==> config.mk <==
export PLATFORM = sky130hd
export DESIGN_NAME = sdr_bank_tracker_flat
export DESIGN_NICKNAME = d
export VERILOG_FILES = /design/src/rtl/sdr_bank_tracker_if.sv /design/src/rtl/sdr_bank_tracker.sv /design/src/flat_wrapper.sv
export SDC_FILE = /design/constraint.sdc
export NUM_CORES = 1
export LEC_CHECK = 0
export BUFFER_PORTS_ARGS = -buffer_cell sky130_fd_sc_hd__buf_2
export CAP_MARGIN = 40
export CELL_PAD_IN_SITES_DETAIL_PLACEMENT = 1
export CELL_PAD_IN_SITES_GLOBAL_PLACEMENT = 1
export CORE_UTILIZATION = 35
export DETAILED_ROUTE_END_ITERATION = 16
export GPL_TIMING_DRIVEN = 0
export HOLD_SLACK_MARGIN = 0.03
export PLACE_DENSITY_LB_ADDON = 0.1
export SLEW_MARGIN = 20
export SYNTH_ARGS = -nofsm -noshare
export SYNTH_HDL_FRONTEND = slang
export SYNTH_SLANG_ARGS = --single-unit
==> constraint.sdc <==
create_clock -name sdram_clk -period 13.7 [get_ports sdram_clk]
set_input_delay 1.37 -clock sdram_clk [delete_from_list [all_inputs] [get_ports sdram_clk]]
set_output_delay 1.37 -clock sdram_clk [all_outputs]
set_load 0.1 [all_outputs]
==> src/rtl/sdr_bank_tracker_if.sv <==
// rtl/sdr_bank_tracker_if.sv - SDRAM command pin bus seen by the bank tracker
interface sdr_bank_tracker_if;
    logic        sdr_cke;
    logic        sdr_cs_n;
    logic        sdr_ras_n;
    logic        sdr_cas_n;
    logic        sdr_we_n;
    logic [1:0]  sdr_ba;
    logic [12:0] sdr_addr;

    // Controller side drives the pins.
    modport master (
        output sdr_cke, sdr_cs_n, sdr_ras_n, sdr_cas_n, sdr_we_n, sdr_ba, sdr_addr
    );

    // Tracker side only observes them.
    modport slave (
        input  sdr_cke, sdr_cs_n, sdr_ras_n, sdr_cas_n, sdr_we_n, sdr_ba, sdr_addr
    );
endinterface

==> src/rtl/sdr_bank_tracker.sv <==
// rtl/sdr_bank_tracker.sv - passive per-bank SDRAM state and timing tracker
module sdr_bank_tracker #(
    parameter int T_RCD     = 3,
    parameter int T_RAS     = 6,
    parameter int T_RP      = 3,
    parameter int BURST_LEN = 4
) (
    input  logic              sdram_clk,
    input  logic              sdram_reset,
    sdr_bank_tracker_if.slave bus,
    output logic [3:0][2:0]   bank_st,
    output logic [3:0][12:0]  open_row,
    output logic              viol,
    output logic [2:0]        viol_code,
    output logic [1:0]        viol_bank,
    output logic [15:0]       viol_cnt
);
    localparam logic [2:0] ST_IDLE = 3'b000;
    localparam logic [2:0] ST_PRE  = 3'b001;
    localparam logic [2:0] ST_ACT  = 3'b010;
    localparam logic [2:0] ST_XFR  = 3'b011;

    localparam logic [2:0] V_NONE      = 3'd0;
    localparam logic [2:0] V_ACT_OPEN  = 3'd1;
    localparam logic [2:0] V_RW_CLOSED = 3'd2;
    localparam logic [2:0] V_TRCD      = 3'd3;
    localparam logic [2:0] V_TRAS      = 3'd4;
    localparam logic [2:0] V_TRP       = 3'd5;
    localparam logic [2:0] V_NOT_IDLE  = 3'd6;

    localparam int            CW         = 8;
    localparam logic [CW-1:0] CNT_ONE    = CW'(1);
    localparam logic [CW-1:0] RCD_LOAD   = CW'(T_RCD - 1);
    localparam logic [CW-1:0] RAS_LOAD   = CW'(T_RAS - 1);
    localparam logic [CW-1:0] RP_LOAD    = CW'(T_RP - 1);
    localparam logic [2:0]    BURST_LOAD = 3'(BURST_LEN - 1);

    logic [3:0][CW-1:0] rcd_cnt, ras_cnt, rp_cnt;
    logic [3:0][2:0]    bcnt;

    logic [3:0][2:0]    st_nx;
    logic [3:0][12:0]   row_nx;
    logic [3:0][CW-1:0] rcd_nx, ras_nx, rp_nx;
    logic [3:0][2:0]    bcnt_nx;
    logic [3:0][2:0]    bank_code;

    logic       cmd_act, cmd_rw, cmd_bt, cmd_pre, cmd_ref_lmr;
    logic [3:0] hit, pre_hit;
    logic [2:0] code_nx;
    logic [1:0] bank_nx;

    // Decode the pin bus into one command strobe plus the targeted bank(s).
    always_comb begin
        cmd_act     = 1'b0;
        cmd_rw      = 1'b0;
        cmd_bt      = 1'b0;
        cmd_pre     = 1'b0;
        cmd_ref_lmr = 1'b0;
        if (bus.sdr_cke && !bus.sdr_cs_n) begin
            case ({bus.sdr_ras_n, bus.sdr_cas_n, bus.sdr_we_n})
                3'b011:         cmd_act     = 1'b1;
                3'b101, 3'b100: cmd_rw      = 1'b1;
                3'b110:         cmd_bt      = 1'b1;
                3'b010:         cmd_pre     = 1'b1;
                3'b001, 3'b000: cmd_ref_lmr = 1'b1;
                default:        ;
            endcase
        end
        hit     = 4'b0001 << bus.sdr_ba;
        pre_hit = (cmd_pre && bus.sdr_addr[10]) ? 4'b1111 : (cmd_pre ? hit : 4'b0000);
    end

    // Per-bank next state, counters and candidate violation code.
    always_comb begin
        for (int b = 0; b < 4; b++) begin
            st_nx[b]     = bank_st[b];
            row_nx[b]    = open_row[b];
            rcd_nx[b]    = (rcd_cnt[b] != '0) ? rcd_cnt[b] - CNT_ONE : '0;
            ras_nx[b]    = (ras_cnt[b] != '0) ? ras_cnt[b] - CNT_ONE : '0;
            rp_nx[b]     = (rp_cnt[b]  != '0) ? rp_cnt[b]  - CNT_ONE : '0;
            bcnt_nx[b]   = (bcnt[b]    != '0) ? bcnt[b]    - 3'd1    : '0;
            bank_code[b] = V_NONE;
            case (bank_st[b])
                ST_IDLE: begin
                    if (cmd_act && hit[b]) begin
                        st_nx[b]  = ST_ACT;
                        row_nx[b] = bus.sdr_addr;
                        rcd_nx[b] = RCD_LOAD;
                        ras_nx[b] = RAS_LOAD;
                    end else if (cmd_rw && hit[b]) begin
                        bank_code[b] = V_RW_CLOSED;
                    end
                end
                ST_ACT: begin
                    if (cmd_rw && hit[b]) begin
                        st_nx[b]   = ST_XFR;
                        bcnt_nx[b] = BURST_LOAD;
                        if (rcd_cnt[b] != '0) bank_code[b] = V_TRCD;
                    end else if (pre_hit[b]) begin
                        st_nx[b] = ST_PRE;
                        rp_nx[b] = RP_LOAD;
                        if (ras_cnt[b] != '0) bank_code[b] = V_TRAS;
                    end else if (cmd_act && hit[b]) begin
                        bank_code[b] = V_ACT_OPEN;
                    end
                end
                ST_XFR: begin
                    if (cmd_rw && hit[b]) begin
                        bcnt_nx[b] = BURST_LOAD;
                    end else if (pre_hit[b]) begin
                        st_nx[b] = ST_PRE;
                        rp_nx[b] = RP_LOAD;
                        if (ras_cnt[b] != '0) bank_code[b] = V_TRAS;
                    end else if (cmd_bt) begin
                        st_nx[b] = ST_ACT;
                    end else begin
                        // A stray ACTIVE is flagged but does not stall the burst.
                        if (cmd_act && hit[b]) bank_code[b] = V_ACT_OPEN;
                        if (bcnt[b] == '0) st_nx[b] = ST_ACT;
                    end
                end
                ST_PRE: begin
                    if (cmd_act && hit[b]) begin
                        if (rp_cnt[b] == '0) begin
                            st_nx[b]  = ST_ACT;
                            row_nx[b] = bus.sdr_addr;
                            rcd_nx[b] = RCD_LOAD;
                            ras_nx[b] = RAS_LOAD;
                        end else begin
                            bank_code[b] = V_TRP;
                        end
                    end else begin
                        if (cmd_rw && hit[b]) bank_code[b] = V_RW_CLOSED;
                        if (rp_cnt[b] == '0) st_nx[b] = ST_IDLE;
                    end
                end
                default: st_nx[b] = ST_IDLE;
            endcase
        end
    end

    // Pick the single reported violation: lowest offending bank wins.
    always_comb begin
        code_nx = V_NONE;
        bank_nx = 2'd0;
        if (cmd_ref_lmr) begin
            for (int b = 3; b >= 0; b--) begin
                if (bank_st[b] != ST_IDLE) begin
                    code_nx = V_NOT_IDLE;
                    bank_nx = 2'(b);
                end
            end
        end else begin
            for (int b = 3; b >= 0; b--) begin
                if (bank_code[b] != V_NONE) begin
                    code_nx = bank_code[b];
                    bank_nx = 2'(b);
                end
            end
        end
    end

    // Register bank state, counters and the violation outputs.
    always_ff @(posedge sdram_clk or posedge sdram_reset) begin
        if (sdram_reset) begin
            bank_st   <= '0;
            open_row  <= '0;
            rcd_cnt   <= '0;
            ras_cnt   <= '0;
            rp_cnt    <= '0;
            bcnt      <= '0;
            viol      <= 1'b0;
            viol_code <= V_NONE;
            viol_bank <= 2'd0;
            viol_cnt  <= 16'd0;
        end else begin
            bank_st   <= st_nx;
            open_row  <= row_nx;
            rcd_cnt   <= rcd_nx;
            ras_cnt   <= ras_nx;
            rp_cnt    <= rp_nx;
            bcnt      <= bcnt_nx;
            viol      <= (code_nx != V_NONE);
            viol_code <= code_nx;
            viol_bank <= bank_nx;
            if (code_nx != V_NONE && viol_cnt != 16'hFFFF) begin
                viol_cnt <= viol_cnt + 16'd1;
            end
        end
    end
endmodule

==> src/flat_wrapper.sv <==
// flat-port wrapper written by rule: the top's interface ports become plain ports
module sdr_bank_tracker_flat 
#(
    parameter int T_RCD     = 3,
    parameter int T_RAS     = 6,
    parameter int T_RP      = 3,
    parameter int BURST_LEN = 4
)
  (sdram_clk, sdram_reset, bank_st, open_row, viol, viol_code, viol_bank, viol_cnt, bus_sdr_cke, bus_sdr_cs_n, bus_sdr_ras_n, bus_sdr_cas_n, bus_sdr_we_n, bus_sdr_ba, bus_sdr_addr);
  sdr_bank_tracker_if bus_i ();
  input  logic sdram_clk;
  input  logic sdram_reset;
  output logic [3:0][2:0] bank_st;
  output logic [3:0][12:0] open_row;
  output logic viol;
  output logic [2:0] viol_code;
  output logic [1:0] viol_bank;
  output logic [15:0] viol_cnt;
  input wire logic [$bits(bus_i.sdr_cke)-1:0] bus_sdr_cke;
  input wire logic [$bits(bus_i.sdr_cs_n)-1:0] bus_sdr_cs_n;
  input wire logic [$bits(bus_i.sdr_ras_n)-1:0] bus_sdr_ras_n;
  input wire logic [$bits(bus_i.sdr_cas_n)-1:0] bus_sdr_cas_n;
  input wire logic [$bits(bus_i.sdr_we_n)-1:0] bus_sdr_we_n;
  input wire logic [$bits(bus_i.sdr_ba)-1:0] bus_sdr_ba;
  input wire logic [$bits(bus_i.sdr_addr)-1:0] bus_sdr_addr;
  assign bus_i.sdr_cke = bus_sdr_cke;
  assign bus_i.sdr_cs_n = bus_sdr_cs_n;
  assign bus_i.sdr_ras_n = bus_sdr_ras_n;
  assign bus_i.sdr_cas_n = bus_sdr_cas_n;
  assign bus_i.sdr_we_n = bus_sdr_we_n;
  assign bus_i.sdr_ba = bus_sdr_ba;
  assign bus_i.sdr_addr = bus_sdr_addr;
  sdr_bank_tracker #(.T_RCD(T_RCD), .T_RAS(T_RAS), .T_RP(T_RP), .BURST_LEN(BURST_LEN)) u_core (.sdram_clk(sdram_clk), .sdram_reset(sdram_reset), .bus(bus_i), .bank_st(bank_st), .open_row(open_row), .viol(viol), .viol_code(viol_code), .viol_bank(viol_bank), .viol_cnt(viol_cnt));
endmodule
==> results of run 1 <==
-- stage by stage --
step,power [mW],utilization (%),hold WS (ns),worst slack (ns)
4_1_cts,2.15,41.8,0.451,9.84
3_5_place_dp,1.65,39.5,0.440,9.37
2_1_floorplan,1.49,-,0.419,7.16
5_1_grt,2.28,41.8,0.469,9.71
3_3_place_gp,1.63,39.2,0.439,4.50
6_report,2.13,41.8,0.450,9.87
-- metal layers --
| metal | wire [um] | global-route usage, % |
|---|---|---|
| met1 | 11200 | 25.8 |
| met2 | 10700 | 29.7 |
| met3 | 902 | 4.42 |
| met4 | 230 | 4.76 |
| met5 | 0 | 0 |
-- area by class of cell --
cell class / count / area share (%)
buffer: 26 / 1.16
sequential: 190 / 45.3
timing repair buffer: 108 / 5.49
inverter: 42 / 1.57
clock buffer: 17 / 4.05
tap: 330 / 3.94
multi-input combinational: 635 / 37.0
clock inverter: 14 / 1.43
-- kinds of logic after synthesis --
logic type      Yosys count  share of synthesized area [%]
compound gates           97                           7.16
mux                      31                           3.89
other cells               1                         0.0421
buf+inv                  68                           3.13
simple gates            405                           21.9
xor+xnor                 76                           7.47
fa+ha+maj                22                           3.09
flops                   190                           53.4
-- cells in the final DEF, fill, tap and decap left out, types with 5 or more instances in the layout --
master,Yosys,layout
o21a_1,5,5
o21ai_0,32,32
mux2_2,27,27
xor2_1,33,33
buf_2,0,105
inv_1,42,41
nor4_1,15,15
nor2_1,123,123
ha_1,22,22
nor3b_1,8,8
a211oi_1,9,9
clkbuf_16,0,17
nand2_1,148,148
nand2b_1,5,5
nor3_1,22,22
a21oi_1,13,13
buf_4,6,7
or3_1,8,8
xnor2_1,43,43
nor4b_1,9,9
nand3_1,21,21
and3_1,8,8
dfrtp_1,190,190
clkbuf_1,19,19
-- final timing paths --
path                                  endpoint         startpoint  slack [ns]  cells after the start
min in group asynchronous    u_core.ras_cnt[4]        sdram_reset        1.00                      2
max reg2reg                u_core.viol_cnt[14]  u_core.rp_cnt[24]       10.24                     12
max                        u_core.viol_cnt[13]      bus_sdr_ras_n        9.87                     10
min reg2reg                  u_core.rcd_cnt[0]  u_core.rcd_cnt[0]        0.45                      1
max in group asynchronous   u_core.rcd_cnt[26]        sdram_reset       11.75                      3
min                          u_core.rcd_cnt[0]  u_core.rcd_cnt[0]        0.45                      1
-- report_power, final --
group	total, mW	internal, mW	switching (mW)
Combinational	0.744	0.249	0.495
Clock	0.488	0.242	0.246
Sequential	0.893	0.733	0.160
-- state kept, by name (all words and copies together) (netlist names) --
register and flops:
u_core.open_row 52, u_core.ras_cnt 32, u_core.rcd_cnt 32, u_core.rp_cnt 32
u_core.viol_cnt 16, u_core.bcnt 12, u_core.bank_st 8, u_core.viol_code 3
u_core.viol_bank 2, u_core.viol 1
-- critical path, delay by kind of cell --
kind,cells,cell delay [ns]
simple gates,3,0.71
buf+inv,3,0.67
xor+xnor,1,0.12
compound gates,3,1.25
==> flow_summary.yaml, run 1 <==
critical_path:
  cpMaxStageDelayCell: "a2111oi_0"
  startpoint_type: "primary input"
  crit_chain: "buf_2 > and4bb_2 > clkbuf_1 > o2111ai_1 > o32ai_1 > nor4_1 > and3_1 > clkbuf_2 > a2111oi_0 > xor2_1"
  required_ns: 13.99
  crit_path_end_kind: "flop"
  critPathMaxFanout: 10
  cpPeakStageDelay_ns: 0.57
  cp.arrival_ns: 4.12
  critical_path_class: "primary input to flop"
final_layout:
  antenna_cells: 0
  seq_area_sq_um: 4750
  fillCellCount: 2911
  drive_above_1_share_pct: 19.1
  final_area_sq_um: 10500
  multi_input_area_sq_um: 3890
  fin_cells: 1362
  syn_to_final_growth_pct: 17.8
  final_nets: 1064
logic_synthesis:
  yosysWarningCount: 0
  ys.flop_type: "dfrtp_1"
  async_flop_share_pct: 100
  ys_seq_area_share_pct: 53.4
  synth_top_area_share_pct: 53.4
  synth_seq_cells: 190
  synth.area.top_cells: "dfrtp_1 53%, nand2_1 6.2%, nor2_1 5.2%"
  synthMostInstantiatedCell: "dfrtp_1"
  synth_common_cells: "190 x dfrtp_1, 148 x nand2_1, 123 x nor2_1, 43 x xnor2_1, 42 x inv_1"
  yosysTopAreaCell: "dfrtp_1"
  synthesis.area_sq_um: 8910
  synthCells: 890
  synth_cell_types: 64
  synth_edf_count: 0
  postSynthAreaPerCell_sq_um: 10.0
floorplanning:
  start_util_pct: 35.5
  dieWidth_um: 162
  num_rows: 58
  die-area_sq_um: 26100
  die_y_um: 162
  num_io_pins: 108
  core_sq_um: 25100
timing:
  period_share_pct: 28.0
  max_freq_ghz: 0.261
  slew_headroom_pct: 38.0
  setup_viol: 0
  slew_viol_final: 0
  fin_setup_tns_ns: 0
  grt_setup_unrepaired: "no"
  skew_ns: 0.0178
  final.min_clock_period_ns: 3.83
  tightest_slew_ns: 0.918
  hold_viol: 0
global_route:
  grt_max_degree: 99
  antenna_found_initial: 1
  grt_usage_pct: 18.8
  overflow: 0
  grt_pass1_vias: 7159
  grt_pass1_wl_um: 38400
clock_tree:
  cts_setup_buffers: 0
  postCtsHoldBufs: 0
  clock-sinks: 190
  htreeDepth: 4
  clock_latency_ns: 0.44
  cts_buffers: 17
  cts_resized: 0
  cts-root-buf: "clkbuf_16"
  clkTransAtPathRegs_ns: 0.09
  clk_path_buf_depth: 2
  cts_tree: "done"
pwr:
  p_per_area_nw_per_um2: 203
  peakVddDrop_uv: 66.3
  p_leak_nw: 5.12
detailed_routing:
  wl_per_cell_um: 16.9
  vias: 6723
  dr.pass1.iters: 4
  drc: 0
  drtIter0Drc: 314
  post_drt_via_cell_ratio: 4.94
  routed_wl_um: 23000
  ant_nets: 0
placement:
  place_congestion: 0.791
  dp.cells: 1331
  placed_cell_area_sq_um: 9920
  io_buffers: 102
  dp_hpwl_um: 16700
run_status:
  outcome: "finished clean"
flow_run:
  max_cap_viol_count: 0
hold_path:
  min_path_type: "flop to flop"
Power figures use the tool's default switching activity.
==> run 2, diff against run 1 <==
Clock period 13.7 ns to 4 ns, I/O delays scaled along.
==> flow_summary.yaml, run 2 (synthesis results as in run 1) <==
critical_path:
  critical_path_class: "flop to flop"
  required_ns: 4.32
  cp.arrival_ns: 3.80
  r2r_cells: 9
  startpoint_type: "flop"
  crit_path_end_kind: "flop"
  critPathMaxFanout: 10
detailed_routing:
  post_drt_via_cell_ratio: 4.91
  ant_nets: 0
  routed_wl_um: 22800
  wl_per_cell_um: 16.7
  dr.pass1.iters: 4
  drtIter0Drc: 320
  vias: 6722
  drc: 0
flow_run:
  max_cap_viol_count: 0
hold_path:
  min_path_type: "primary input to flop"
  min_path_cells: 3
floorplanning:
  core_sq_um: 25100
  num_io_pins: 108
  dieWidth_um: 162
  die-area_sq_um: 26100
  start_util_pct: 35.5
  die_y_um: 162
  num_rows: 58
pwr:
  peakVddDrop_uv: 253
  p_per_area_nw_per_um2: 690
  p_leak_nw: 5.17
  p_total_mw: 7.33
timing:
  max_freq_ghz: 0.287
  slew_headroom_pct: 41.9
  hold_slack_ns: 0.200
  period_share_pct: 87.2
  setup_viol: 0
  skew_ns: 0.0159
  final.min_clock_period_ns: 3.49
  fin_setup_tns_ns: 0
  hold_viol: 0
  tightest_slew_ns: 0.860
  slew_viol_final: 0
  grt_setup_unrepaired: "no"
final_layout:
  final_cell_mix: "190 x dfrtp_1, 148 x nand2_1, 123 x nor2_1"
  layout_commonest_cell: "dfrtp_1"
  syn_to_final_growth_pct: 19.2
  largest_register_ffs: 52
  drive_above_1_share_pct: 19.3
  antenna_cells: 0
  final_nets: 1070
  regMostFlops: "u_core.open_row"
global_route:
  overflow: 0
  grt_pass1_vias: 7194
  grt_max_degree: 32
  antenna_found_initial: 0
  grt_usage_pct: 18.9
  grt_pass1_wl_um: 38700
clock_tree:
  clk_path_buf_depth: 2
  cts_tree: "done"
  clkTransAtPathRegs_ns: 0.08
  clock-sinks: 190
  cts_buffers: 17
  htreeDepth: 4
  clock_latency_ns: 0.44
  cts_resized: 0
  cts-root-buf: "clkbuf_16"
placement:
  io_buffers: 102
  place_congestion: 0.791
  dp_hpwl_um: 17000
run_status:
  outcome: "finished clean"
[run 2: final timing paths]
kind | to | slack, ns | from
worst max-delay path | u_core.rcd_cnt[27] | 0.51 | u_core.rp_cnt[24]
worst min-delay path | u_core.open_row[34] | 0.20 | bus_sdr_addr[8]
worst max register to register | u_core.rcd_cnt[27] | 0.51 | u_core.rp_cnt[24]
worst min register to register | u_core.rp_cnt[24] | 0.46 | u_core.rp_cnt[24]
max in group asynchronous | u_core.rcd_cnt[8] | 2.37 | sdram_reset
min in group asynchronous | u_core.ras_cnt[6] | 0.53 | sdram_reset
[run 2: layout make-up]
type	count	area [sq um]
clock inverters	14	163
clock buffers	18	429
flip-flops and latches	190	4750
fillers	2933	14500
inverters	42	161
multi-input cells	635	3890
plain buffers	26	121
repair buffers	114	689
well taps	330	413
[run 2: critical path, stage by stage (launching register included)]
cell and delay, ns:
dfrtp_1 0.40, inv_1 0.06, ha_1 0.18, or3b_2 0.44, clkbuf_1 0.16, o31ai_1 0.45, nand3_1 0.73, clkbuf_1 0.52
nand2_1 0.33, nor2_1 0.08
[run 2: per-layer routing]
layer	up-vias	GRT usage, %	routed length (um)
li1	3263	-	-
met1	3353	26.4	11200
met2	93	29.8	10400
met3	13	3.98	1020
met4	0	4.42	199
met5	-	0	0
[run 2: what timing repair did]
action / 4_1_cts / 5_1_grt
hold buffers: 1 / 0
hold endpoints to repair: 17 / 0
buffers inserted: 0 / 0
[run 2: where the power goes]
group	switching (mW)	internal (mW)	leakage (nW)
combinational	1.70	0.864	2.48
clock	0.861	0.843	0.280
sequential	0.554	2.51	2.41
[run 2: per-stage QoR]
stage          utilization, %  area, sq um  cells  worst slack, ns
3_3_place_gp             39.2         9850   1325           -0.313
2_1_floorplan               -         8920    893            0.847
3_5_place_dp             39.9        10000   1335            0.435
5_1_grt                  42.3        10600   1369            0.275
4_1_cts                  42.3        10600   1368            0.442
6_report                 42.3        10600   1369            0.514
